===== src/rtl/lc3_exec_pkg.sv =====
// Shared constants and types for the LC-3 execute stage.
// Latency: none (declarations only).
// Backpressure: not applicable.
package lc3_exec_pkg;

  // ALU operation codes carried in alu_control
  localparam logic [1:0] ALU_ADD  = 2'd0;
  localparam logic [1:0] ALU_AND  = 2'd1;
  localparam logic [1:0] ALU_NOT  = 2'd2;
  localparam logic [1:0] ALU_XNOR = 2'd3;

  // E_Control = {alu_control[1:0], pcselect1[1:0], pcselect2, op2select}
  localparam int EC_ALU_LSB    = 4;
  localparam int EC_PCSEL1_LSB = 2;
  localparam int EC_PCSEL2     = 1;
  localparam int EC_OP2SEL     = 0;

  // Opcodes whose npc is adjusted before the target add
  localparam logic [3:0] OPC_BR  = 4'b0000;
  localparam logic [3:0] OPC_JMP = 4'b1100;

  typedef enum logic {IDLE, MUL} exec_state_t;

endpackage


===== src/rtl/lc3_exec_mul.sv =====
// Iterative shift-add multiplier, one multiplier bit per non-held cycle, low DATA_W bits kept.
// Latency: DATA_W non-held cycles after start; done is a combinational strobe on the final step.
// Backpressure: hold freezes counter and partial product; start is ignored while a multiply runs.
module lc3_exec_mul #(
  parameter int DATA_W = 16
) (
  input  logic              clock,
  input  logic              reset,
  input  logic              start,
  input  logic              hold,
  input  logic [DATA_W-1:0] mcand,
  input  logic [DATA_W-1:0] mplier,
  output logic              done,
  output logic [DATA_W-1:0] product
);
  localparam int CW = (DATA_W > 1) ? $clog2(DATA_W) : 1;
  localparam logic [CW-1:0] LAST = CW'(DATA_W - 1);

  logic              running;
  logic [CW-1:0]     cnt;
  logic [DATA_W-1:0] acc;
  logic [DATA_W-1:0] a_sh;
  logic [DATA_W-1:0] b_sh;
  logic [DATA_W-1:0] acc_nxt;

  // The final step's sum is presented directly so the caller can register it at the done edge
  assign acc_nxt = b_sh[0] ? (acc + a_sh) : acc;
  assign product = acc_nxt;
  assign done    = running & ~hold & (cnt == LAST);

  // Latch operands on start, then consume one multiplier bit per enabled cycle
  always_ff @(posedge clock or posedge reset) begin
    if (reset) begin
      running <= 1'b0;
      cnt     <= '0;
      acc     <= '0;
      a_sh    <= '0;
      b_sh    <= '0;
    end else if (!running) begin
      if (start) begin
        running <= 1'b1;
        cnt     <= '0;
        acc     <= '0;
        a_sh    <= mcand;
        b_sh    <= mplier;
      end
    end else if (!hold) begin
      acc  <= acc_nxt;
      a_sh <= a_sh << 1;
      b_sh <= b_sh >> 1;
      cnt  <= cnt + CW'(1);
      if (cnt == LAST) running <= 1'b0;
    end
  end

endmodule


===== src/rtl/lc3_execute_mc.sv =====
// LC-3 execute stage: bypassed operands, ALU, address adder, NZP mask, optional iterative MUL.
// Latency: 1 cycle for single-cycle ops, DATA_W enabled cycles for MUL; out_valid pulses per result.
// Backpressure: in_ready drops for the whole MUL; enable_execute=0 stalls everything and holds outputs.
module lc3_execute_mc
  import lc3_exec_pkg::*;
#(
  parameter int DATA_W  = 16,
  parameter bit MUL_EN  = 1'b1,
  parameter int NPC_ADJ = 1
) (
  input  logic              clock,
  input  logic              reset,
  input  logic              enable_execute,
  input  logic              in_valid,
  output logic              in_ready,
  input  logic [15:0]       IR,
  input  logic [DATA_W-1:0] npc,
  input  logic [5:0]        E_Control,
  input  logic              mul_op,
  input  logic [1:0]        W_Control_in,
  input  logic              Mem_Control_in,
  input  logic [DATA_W-1:0] VSR1,
  input  logic [DATA_W-1:0] VSR2,
  input  logic              bypass_alu_1,
  input  logic              bypass_alu_2,
  input  logic              bypass_mem_1,
  input  logic              bypass_mem_2,
  input  logic [DATA_W-1:0] mem_bypass,
  output logic [2:0]        sr1,
  output logic [2:0]        sr2,
  output logic [2:0]        dr,
  output logic [DATA_W-1:0] aluout,
  output logic              alucarry,
  output logic [DATA_W-1:0] pcout,
  output logic [2:0]        NZP,
  output logic [1:0]        W_Control_out,
  output logic              Mem_Control_out,
  output logic [DATA_W-1:0] M_Data,
  output logic              out_valid,
  output logic              busy
);
  exec_state_t       state;
  logic [1:0]        alu_ctl;
  logic [1:0]        alu_op;
  logic [1:0]        pcsel1;
  logic              pcsel2;
  logic              op2sel;
  logic              is_mul;
  logic              is_brjmp;
  logic              accept;
  logic              mul_done;
  logic [DATA_W-1:0] mul_product;
  logic [DATA_W-1:0] op1;
  logic [DATA_W-1:0] vsr2_byp;
  logic [DATA_W-1:0] op2;
  logic [DATA_W-1:0] imm5;
  logic [DATA_W-1:0] off6;
  logic [DATA_W-1:0] off9;
  logic [DATA_W-1:0] off11;
  logic [DATA_W-1:0] addrin1;
  logic [DATA_W-1:0] addrin2;
  logic [DATA_W-1:0] pc_sum;
  logic [DATA_W:0]   add_sum;
  logic [DATA_W-1:0] alu_res;
  logic              alu_cy;
  logic [2:0]        nzp_d;
  logic [2:0]        dr_d;

  assign alu_ctl = E_Control[EC_ALU_LSB +: 2];
  assign pcsel1  = E_Control[EC_PCSEL1_LSB +: 2];
  assign pcsel2  = E_Control[EC_PCSEL2];
  assign op2sel  = E_Control[EC_OP2SEL];

  // Without the multiplier a MUL request degrades to an ADD of the same operands
  assign is_mul = MUL_EN & mul_op;
  assign alu_op = (mul_op && !MUL_EN) ? ALU_ADD : alu_ctl;

  assign busy     = (state == MUL);
  assign in_ready = ~busy;
  assign accept   = in_valid & in_ready & enable_execute;

  // Forwarding priority: previous ALU result, then memory stage, then register file
  assign op1      = bypass_alu_1 ? aluout : (bypass_mem_1 ? mem_bypass : VSR1);
  assign vsr2_byp = bypass_alu_2 ? aluout : (bypass_mem_2 ? mem_bypass : VSR2);
  assign op2      = op2sel ? vsr2_byp : imm5;

  assign imm5  = {{(DATA_W-5){IR[4]}},  IR[4:0]};
  assign off6  = {{(DATA_W-6){IR[5]}},  IR[5:0]};
  assign off9  = {{(DATA_W-9){IR[8]}},  IR[8:0]};
  assign off11 = {{(DATA_W-11){IR[10]}}, IR[10:0]};

  assign sr1 = IR[8:6];
  assign sr2 = (IR[13:12] == 2'b01) ? IR[2:0] : ((IR[13:12] == 2'b11) ? IR[11:9] : 3'b000);
  assign dr_d = (IR[13:12] == 2'b01 || IR[13:12] == 2'b10) ? IR[11:9] : 3'b000;

  assign is_brjmp = (IR[15:12] == OPC_BR) || (IR[15:12] == OPC_JMP);
  assign nzp_d    = (IR[15:12] == OPC_BR) ? IR[11:9] : ((IR[15:12] == OPC_JMP) ? 3'b111 : 3'b000);

  assign addrin2 = pcsel2 ? (is_brjmp ? (npc - DATA_W'(NPC_ADJ)) : npc) : op1;
  assign pc_sum  = addrin1 + addrin2;
  assign add_sum = {1'b0, op1} + {1'b0, op2};

  // Offset source for the address adder
  always_comb begin
    addrin1 = '0;
    case (pcsel1)
      2'd0:    addrin1 = off11;
      2'd1:    addrin1 = off9;
      2'd2:    addrin1 = off6;
      default: addrin1 = '0;
    endcase
  end

  // Single-cycle ALU; carry is meaningful only for ADD
  always_comb begin
    alu_res = '0;
    alu_cy  = 1'b0;
    case (alu_op)
      ALU_ADD: begin
        alu_res = add_sum[DATA_W-1:0];
        alu_cy  = add_sum[DATA_W];
      end
      ALU_AND: alu_res = op1 & op2;
      ALU_NOT: alu_res = ~op1;
      default: alu_res = ~(op1 ^ op2);
    endcase
  end

  lc3_exec_mul #(.DATA_W(DATA_W)) u_mul (
    .clock   (clock),
    .reset   (reset),
    .start   (accept & is_mul),
    .hold    (~enable_execute),
    .mcand   (op1),
    .mplier  (op2),
    .done    (mul_done),
    .product (mul_product)
  );

  // Control FSM and result registers; side-band fields latch at accept even for MUL
  always_ff @(posedge clock or posedge reset) begin
    if (reset) begin
      state           <= IDLE;
      dr              <= '0;
      aluout          <= '0;
      alucarry        <= 1'b0;
      pcout           <= '0;
      NZP             <= '0;
      W_Control_out   <= '0;
      Mem_Control_out <= 1'b0;
      M_Data          <= '0;
      out_valid       <= 1'b0;
    end else begin
      out_valid <= 1'b0;
      case (state)
        IDLE: begin
          if (accept) begin
            dr              <= dr_d;
            pcout           <= pc_sum;
            NZP             <= nzp_d;
            W_Control_out   <= W_Control_in;
            Mem_Control_out <= Mem_Control_in;
            M_Data          <= vsr2_byp;
            if (is_mul) begin
              state <= MUL;
            end else begin
              aluout    <= alu_res;
              alucarry  <= alu_cy;
              out_valid <= 1'b1;
            end
          end
        end
        MUL: begin
          if (mul_done) begin
            aluout    <= mul_product;
            alucarry  <= 1'b0;
            out_valid <= 1'b1;
            state     <= IDLE;
          end
        end
        default: state <= IDLE;
      endcase
    end
  end

endmodule


===== config.mk =====
export PLATFORM = sky130hd
export DESIGN_NAME = lc3_execute_mc
export DESIGN_NICKNAME = d
export VERILOG_FILES = /design/src/rtl/lc3_exec_pkg.sv /design/src/rtl/lc3_exec_mul.sv /design/src/rtl/lc3_execute_mc.sv
export SDC_FILE = /design/constraint.sdc
export NUM_CORES = 1
export LEC_CHECK = 0
export ABC_AREA = 1
export CORE_UTILIZATION = 40
export CTS_BUF_LIST = sky130_fd_sc_hd__clkbuf_8
export DETAILED_ROUTE_END_ITERATION = 10
export SKIP_LAST_GASP = 1
export SYNTH_ARGS = -nofsm -noshare
export SYNTH_HDL_FRONTEND = slang
export SYNTH_SLANG_ARGS = --single-unit

===== constraint.sdc =====
create_clock -name clock -period 5.3 [get_ports clock]
set_input_delay 0.53 -clock clock [delete_from_list [all_inputs] [get_ports clock]]
set_output_delay 0.53 -clock clock [all_outputs]
set_load 0.01 [all_outputs]

Yosys cells after proc, flatten, opt, wreduce, memory -nomap -nowiden
Cells that the tools add are included.
{ "word_totals": {"regBits": 113, "input_bits": 98, "out_inout_bits": 67, "elab_cells": 100} }
{ "classes": {"add_sub_neg": 5, "n_eq_ne": 13, "n_mux": 48, "bitwise": 10, "n_reduce_logical": 9} }
{ "op_table": {"columns": ["cell", "count"], "rows": [
  ["$mux 16", 20],
  ["$pmux 16 s3", 2],
  ["$add 16x16->16", 2],
  ["$not 16->16", 2],
  ["$pmux 16 s2", 1],
  ["$add 16x16->17", 1],
  ["$and 16x16->16", 1],
  ["$sub 16x1->16 const B", 1],
  ["$xor 16x16->16", 1],
  ["$mux 3", 5],
  ["$mux 1", 14],
  ["$mux 4", 3],
  ["$eq 2x2->1 const B", 4],
  ["$eq 4x4->1 const B", 2],
  ["$eq 2x1->1 const B", 3],
  ["$pmux 1 s2", 3],
  ["$and 1x1->1", 5],
  ["$add 4x1->4 const B", 1],
  ["$logic_not 2->1", 2],
  ["$logic_not 4->1", 1],
  ["$ne 2x1->1 const B", 2],
  ["$ne 2x2->1 const B", 2],
  ["$reduce_and 2->1", 2],
  ["$reduce_and 3->1", 1],
  ["other kinds (3)", 4]
]} }

Depth between registers and ports, before layout
{ "logic_depth": {"ltp_word": 9, "depth_mapped": 24, "ltp_nobuf": 24} }

Hierarchy
A second synthesis with hierarchy kept.
{ "unflattened": {"hier_cells": 1422, "area_unflattened_um2": 9291.4} }
{ "by_module_without_submodules": {"columns": ["mod", "n_inst", "cells_per_inst", "area_each_um2", "seq_area_each_um2"], "rows": [
  ["lc3_execute_mc", 1, 948, 5870.6, 1501.4],
  ["lc3_exec_mul", 1, 474, 3420.8, 1326.3]
]} }

Least setup slack after synthesis
OpenSTA, ideal clock, no wires.
{ "synth_path": {"path_kind": "input -> register", "start": "input npc[0]", "end": "register pcout[15]", "setup_ns": 0.118, "arrival_time_ns": 2.777, "required_time_ns": 5.182, "setup_slack_ns": 2.404, "cell_stages": 24, "path_buffers": 0, "path_cell_list": "inv_1 -> ha_1 -> inv_1 -> nor2_1 -> nand2_1 -> nor3_1 -> nand2_1 -> nor2_2 -> inv_1 -> o21ai_1 -> nand3_1 -> o21ai_0 -> inv_1 -> ha_1 -> nand2_1 -> nand2_1 -> a31oi_1 -> nor2_1 -> nor2_1 -> nand2_1 -> inv_1 -> nand3_1 -> nand3_1 -> nand2_1"} }
{ "synth_between": {"elab_chain_len": 4} }
{ "synth_rtl": {"columns": ["item", "line", "text"], "rows": [
  ["from (decl)", "lc3_execute_mc.sv:17", "input logic [DATA_W-1:0] npc,"],
  ["$sub 16x1->16", "lc3_execute_mc.sv:99", "assign addrin2 = pcsel2 ? (is_brjmp ? (npc - DATA_W'(NPC_ADJ)) : npc) : op1;"],
  ["$mux 16 * (2 in a row)", "lc3_execute_mc.sv:99", null],
  ["$add 16x16->16 *", "lc3_execute_mc.sv:100", "assign pc_sum = addrin1 + addrin2;"],
  ["to (signal assigned)", "lc3_execute_mc.sv:159", "pcout <= pc_sum;"],
  ["to (decl)", "lc3_execute_mc.sv:34", "output logic [DATA_W-1:0] pcout,"]
]} }
Every way passes the cells marked *; elsewhere a longest branch is shown, timed or not.
A chain may end at the register's enable or synchronous reset.

Final worst setup path
{ "layout_path": {"start": "input bypass_mem_1", "end": "register pcout[15]"} }
{ "layout_between": {"elab_chain_len": 4} }
{ "layout_rtl": {"columns": ["item", "line", "text"], "rows": [
  ["from (decl)", "lc3_execute_mc.sv:26", "input logic bypass_mem_1,"],
  ["$mux 16 (2 in a row)", "lc3_execute_mc.sv:83", "assign op1 = bypass_alu_1 ? aluout : (bypass_mem_1 ? mem_bypass : VSR1);"],
  ["$mux 16", "lc3_execute_mc.sv:99", null],
  ["$add 16x16->16", "lc3_execute_mc.sv:100", null]
]} }
Every way passes these cells.

==> summary.md <==
| Metric | Value |
|---|---|
| Status | complete, no violations |
| Number of flops mapped to enable cells by yosys | 0 |
| Clock Tree Buf Depth | 2 |
| HPWL Detailed | 28.1 mm |
| Synth top area share | 30.8% |
| Vias per cell | 5.47 |
| # resized after CTS | 0 |
| Synth Instances | 1387 |
| Fmax | 269 MHz |
| Sink Count | 113 |
| Leading area contributor after synthesis | dfrtp_1 |
| Drt wl/cell | 19.7 um |
| Period utilization | 70.1% |
| Max Cap Violations | 0 |
| Core area | roughly 23000 um2 |
| Yosys warning total | 0 |
| Nets@finish | 1677 |
| Slew headroom | between 20% and 30% |
| Post-Syn Area | 9180 um2 |
| Top FF cell, synth | dfrtp_1 |
| Least-Margin Pin Slew | 1.11 ns |
| Gpl congestion | around 0.99 |
| Filler instances | about 2300 |
| Post-synth ARST share | 100% |
| Share of cells above drive strength 1 | 5.01% |
| Static leakage | between 0.005 and 0.006 uW |
| Post-route DRC | 0 |
| CP top delay family | buffers and inverters |
| Final Hold Viols | 0 |
| Most frequent cells in the layout | nand2_1 (417), clkdlybuf4s50_1 (164), inv_1 (131) |
| P&R area growth vs syn | 23.7% |
| Power Total | 5980 uW |
| Hold Path Class | in2async |
| Num CTS Buffers | 17 |
| Crit end category | flip-flop |
| Syn Area/Cell | 6.62 um2 |
| CTS tree | yes |
| Slowest library cell on the worst path | clkdlybuf4s50_1 |
| Clock insertion delay at the later pin of the skew report | approximately 0.46 ns |
| Pre-antenna DRT Iters | 5 |
| All-layer global routing usage | 30.9% |
| Pwr Density | about 530 nW/um2 |
| Number of diodes | 0 |
| Antenna Violating Nets Remaining | 0 |
| Post-CTS setup repair buffer count | 0 |
| Port Buffers | 164 |
| Critical Path Source Type | input pin |
| Chip height | 153 um |
| Num rows | 55 |
| CP Cell Sequence | clkdlybuf4s50_1 > inv_4 > nand2_1 > a21oi_2 > nor2_1 > a31oi_1 > ha_1 > a21oi_1 > inv_1 > a31oi_1 > nor2_1 > nor2_1 > nand2_1 > inv_1 > nand3_1 > nand3_1 > nand2_1 |
| Slew Limit Fails | 0 |
| Netlist cell types | 51 |
| Setup TNS | 0 ns |
| Clock Skews | 0.0175 ns |
| Sequential share of the synthesized area | 30.8% |
| Iter 0 DRT Violations | 773 |
| Design Area, Final | 11400 um2 |
| Sw Share | 48.9% |
| Chip width | 153 um |
| Vias | approximately 10000 |
| Reg2reg start | busy$_DFF_PP0_ |
| Net switching power | slightly below 3000 uW |
| Largest net degree at the start of global routing | between 60 and 70 |
| Crit Path Category | in2reg |
| Seq cells post-synth | 113 |
| CP required | 5.64 ns |
| Area of the die | 23600 um2 |
| Bufs and invs on worst path | 4 |
| Total Wirelength | ~36 mm |
| Vias in the first global route | 9685 |
| H-Tree Depth | 4 |
| CP max stage delay | 0.77 ns |
| Grt ovf | 0 |
| Int Pwr | 3050 uW |
| Ranking of synthesized cells by area | dfrtp_1 (31%), nand2_1 (17%), ha_1 (7.0%) |
| Unrepaired setup endpoints after global routing | no |
| CTS Hold Buffers Added | 0 |
| Initial antenna violation count | 0 |
| Critical Path AT | a little over 4 ns |
| Max IR drop VDD | 0.000263 V |
| Gate power share | ~58% |
| Most common cell after layout, fill and taps aside | nand2_1 |
| Worst Path Max Fanout | 17 |
| Clock network fraction of design power | 14.5% |
| Clock tree root buffer cell | clkbuf_8 |
| I/O pin total | 165 |
| Global-route wire length before repair | 55.4 mm |
| CP Launch Point | bypass_mem_1 |
| Crit path time final | 3.71 ns |
| Starting Density | approximately 41% |
| Syn Nets | 1539 |
| Sequential power share | 27.6% |
| Final setup violation count | 0 |
| DP Area | 11000 um2 |
| Reg clk slew, reported paths | 0.09 ns |
==> area by class of cell <==
type,instances,area [um2],share of cell area (%)
Inverter,141,537,4.73
Clock inverter,15,160,1.41
Tap cell,285,357,3.14
Clock buffer,17,234,2.06
Timing Repair Buffer,172,1700,15.0
Sequential cell,113,2830,24.9
Multi-Input combinational cell,1080,5540,48.8
==> metal layers <==
layer  vias to the layer above  GRT usage (%)  wire, um  share of wire [%]
met1                      4735           39.4     15300                 43
met4                         0           9.05       898                2.5
li1                       4853              -         -                  -
met5                         -              0         0                  0
met2                       322           53.6     17600                 49
met3                        56           5.16      2170                6.0
==> power by group through the flow <==
| stage | clock network, uW | registers, uW | logic (uW) |
|---|---|---|---|
| after floorplan | 0 | 1600 | 2160 |
| after global placement | 0 | 1660 | 3420 |
| after detailed placement | 0 | 1650 | 3440 |
| after CTS | 872 | 1650 | 3460 |
| after global routing | 910 | 1700 | 3890 |
| final | 865 | 1650 | 3460 |
==> registers in the layout (all words and copies together) (netlist names) <==
register	cells
dr	3
W_Control_out	2
u_mul.b_sh	16
M_Data	16
aluout	16
out_valid	1
u_mul.cnt	4
Mem_Control_out	1
u_mul.acc	16
pcout	16
alucarry	1
u_mul.running	1
u_mul.a_sh	16
NZP	3
busy	1
==> kinds of logic after synthesis <==
| logic type | synth area share (%) |
|---|---|
| DFF | 30.8 |
| muxes | 0.109 |
| buffers and inverters | 8.86 |
| adders and majority gates | 7.61 |
| xor gates and xnor gates | 2.20 |
| AOI/OAI and AO/OA | 18.0 |
| and+or+nand+nor | 32.4 |
==> worst paths after layout <==
path / cells after the start / slack [ns] / endpoint
worst max-delay path: 17 / 1.59 / pcout[15]$_DFFE_PP0P_
worst min-delay path: 2 / 0.46 / M_Data[11]$_DFFE_PP0P_
worst max register to register: 11 / 2.04 / aluout[1]$_DFFE_PP0P_
worst min register to register: 2 / 0.48 / alucarry$_DFFE_PP0P_
max in group asynchronous: 3 / 3.83 / u_mul.acc[9]$_DFFE_PP0P_
min in group clock: 2 / 0.48 / alucarry$_DFFE_PP0P_
==> cell usage after synthesis (6+ instances only) <==
library cell / instances
nand4_1: 12
nor2_2: 6
inv_1: 131
xor2_1: 13
dfrtp_1: 113
a21oi_1: 116
nand3b_1: 6
buf_2: 16
buf_4: 12
nand3_1: 112
o21ai_0: 105
a31oi_1: 11
o21bai_1: 6
nor3_1: 11
a22oi_1: 10
nand2_1: 417
o21ai_1: 13
xnor2_1: 10
ha_1: 51
o22ai_1: 9
nor2_1: 117
clkbuf_1: 20
==> stage by stage <==
| stage | worst slack, ns | util, % | instances | hold slack (ns) |
|---|---|---|---|---|
| 2_1_floorplan | 1.78 | - | 1387 | 0.468 |
| 3_3_place_gp | 1.20 | 48.5 | 1791 | 0.463 |
| 3_5_place_dp | 1.21 | 48.5 | 1791 | 0.468 |
| 4_1_cts | 1.68 | 50.3 | 1823 | 0.479 |
| 5_1_grt | 1.33 | 50.3 | 1823 | 0.492 |
| 6_report | 1.59 | 50.3 | 1823 | 0.464 |
(Power assumes the default switching activity.)
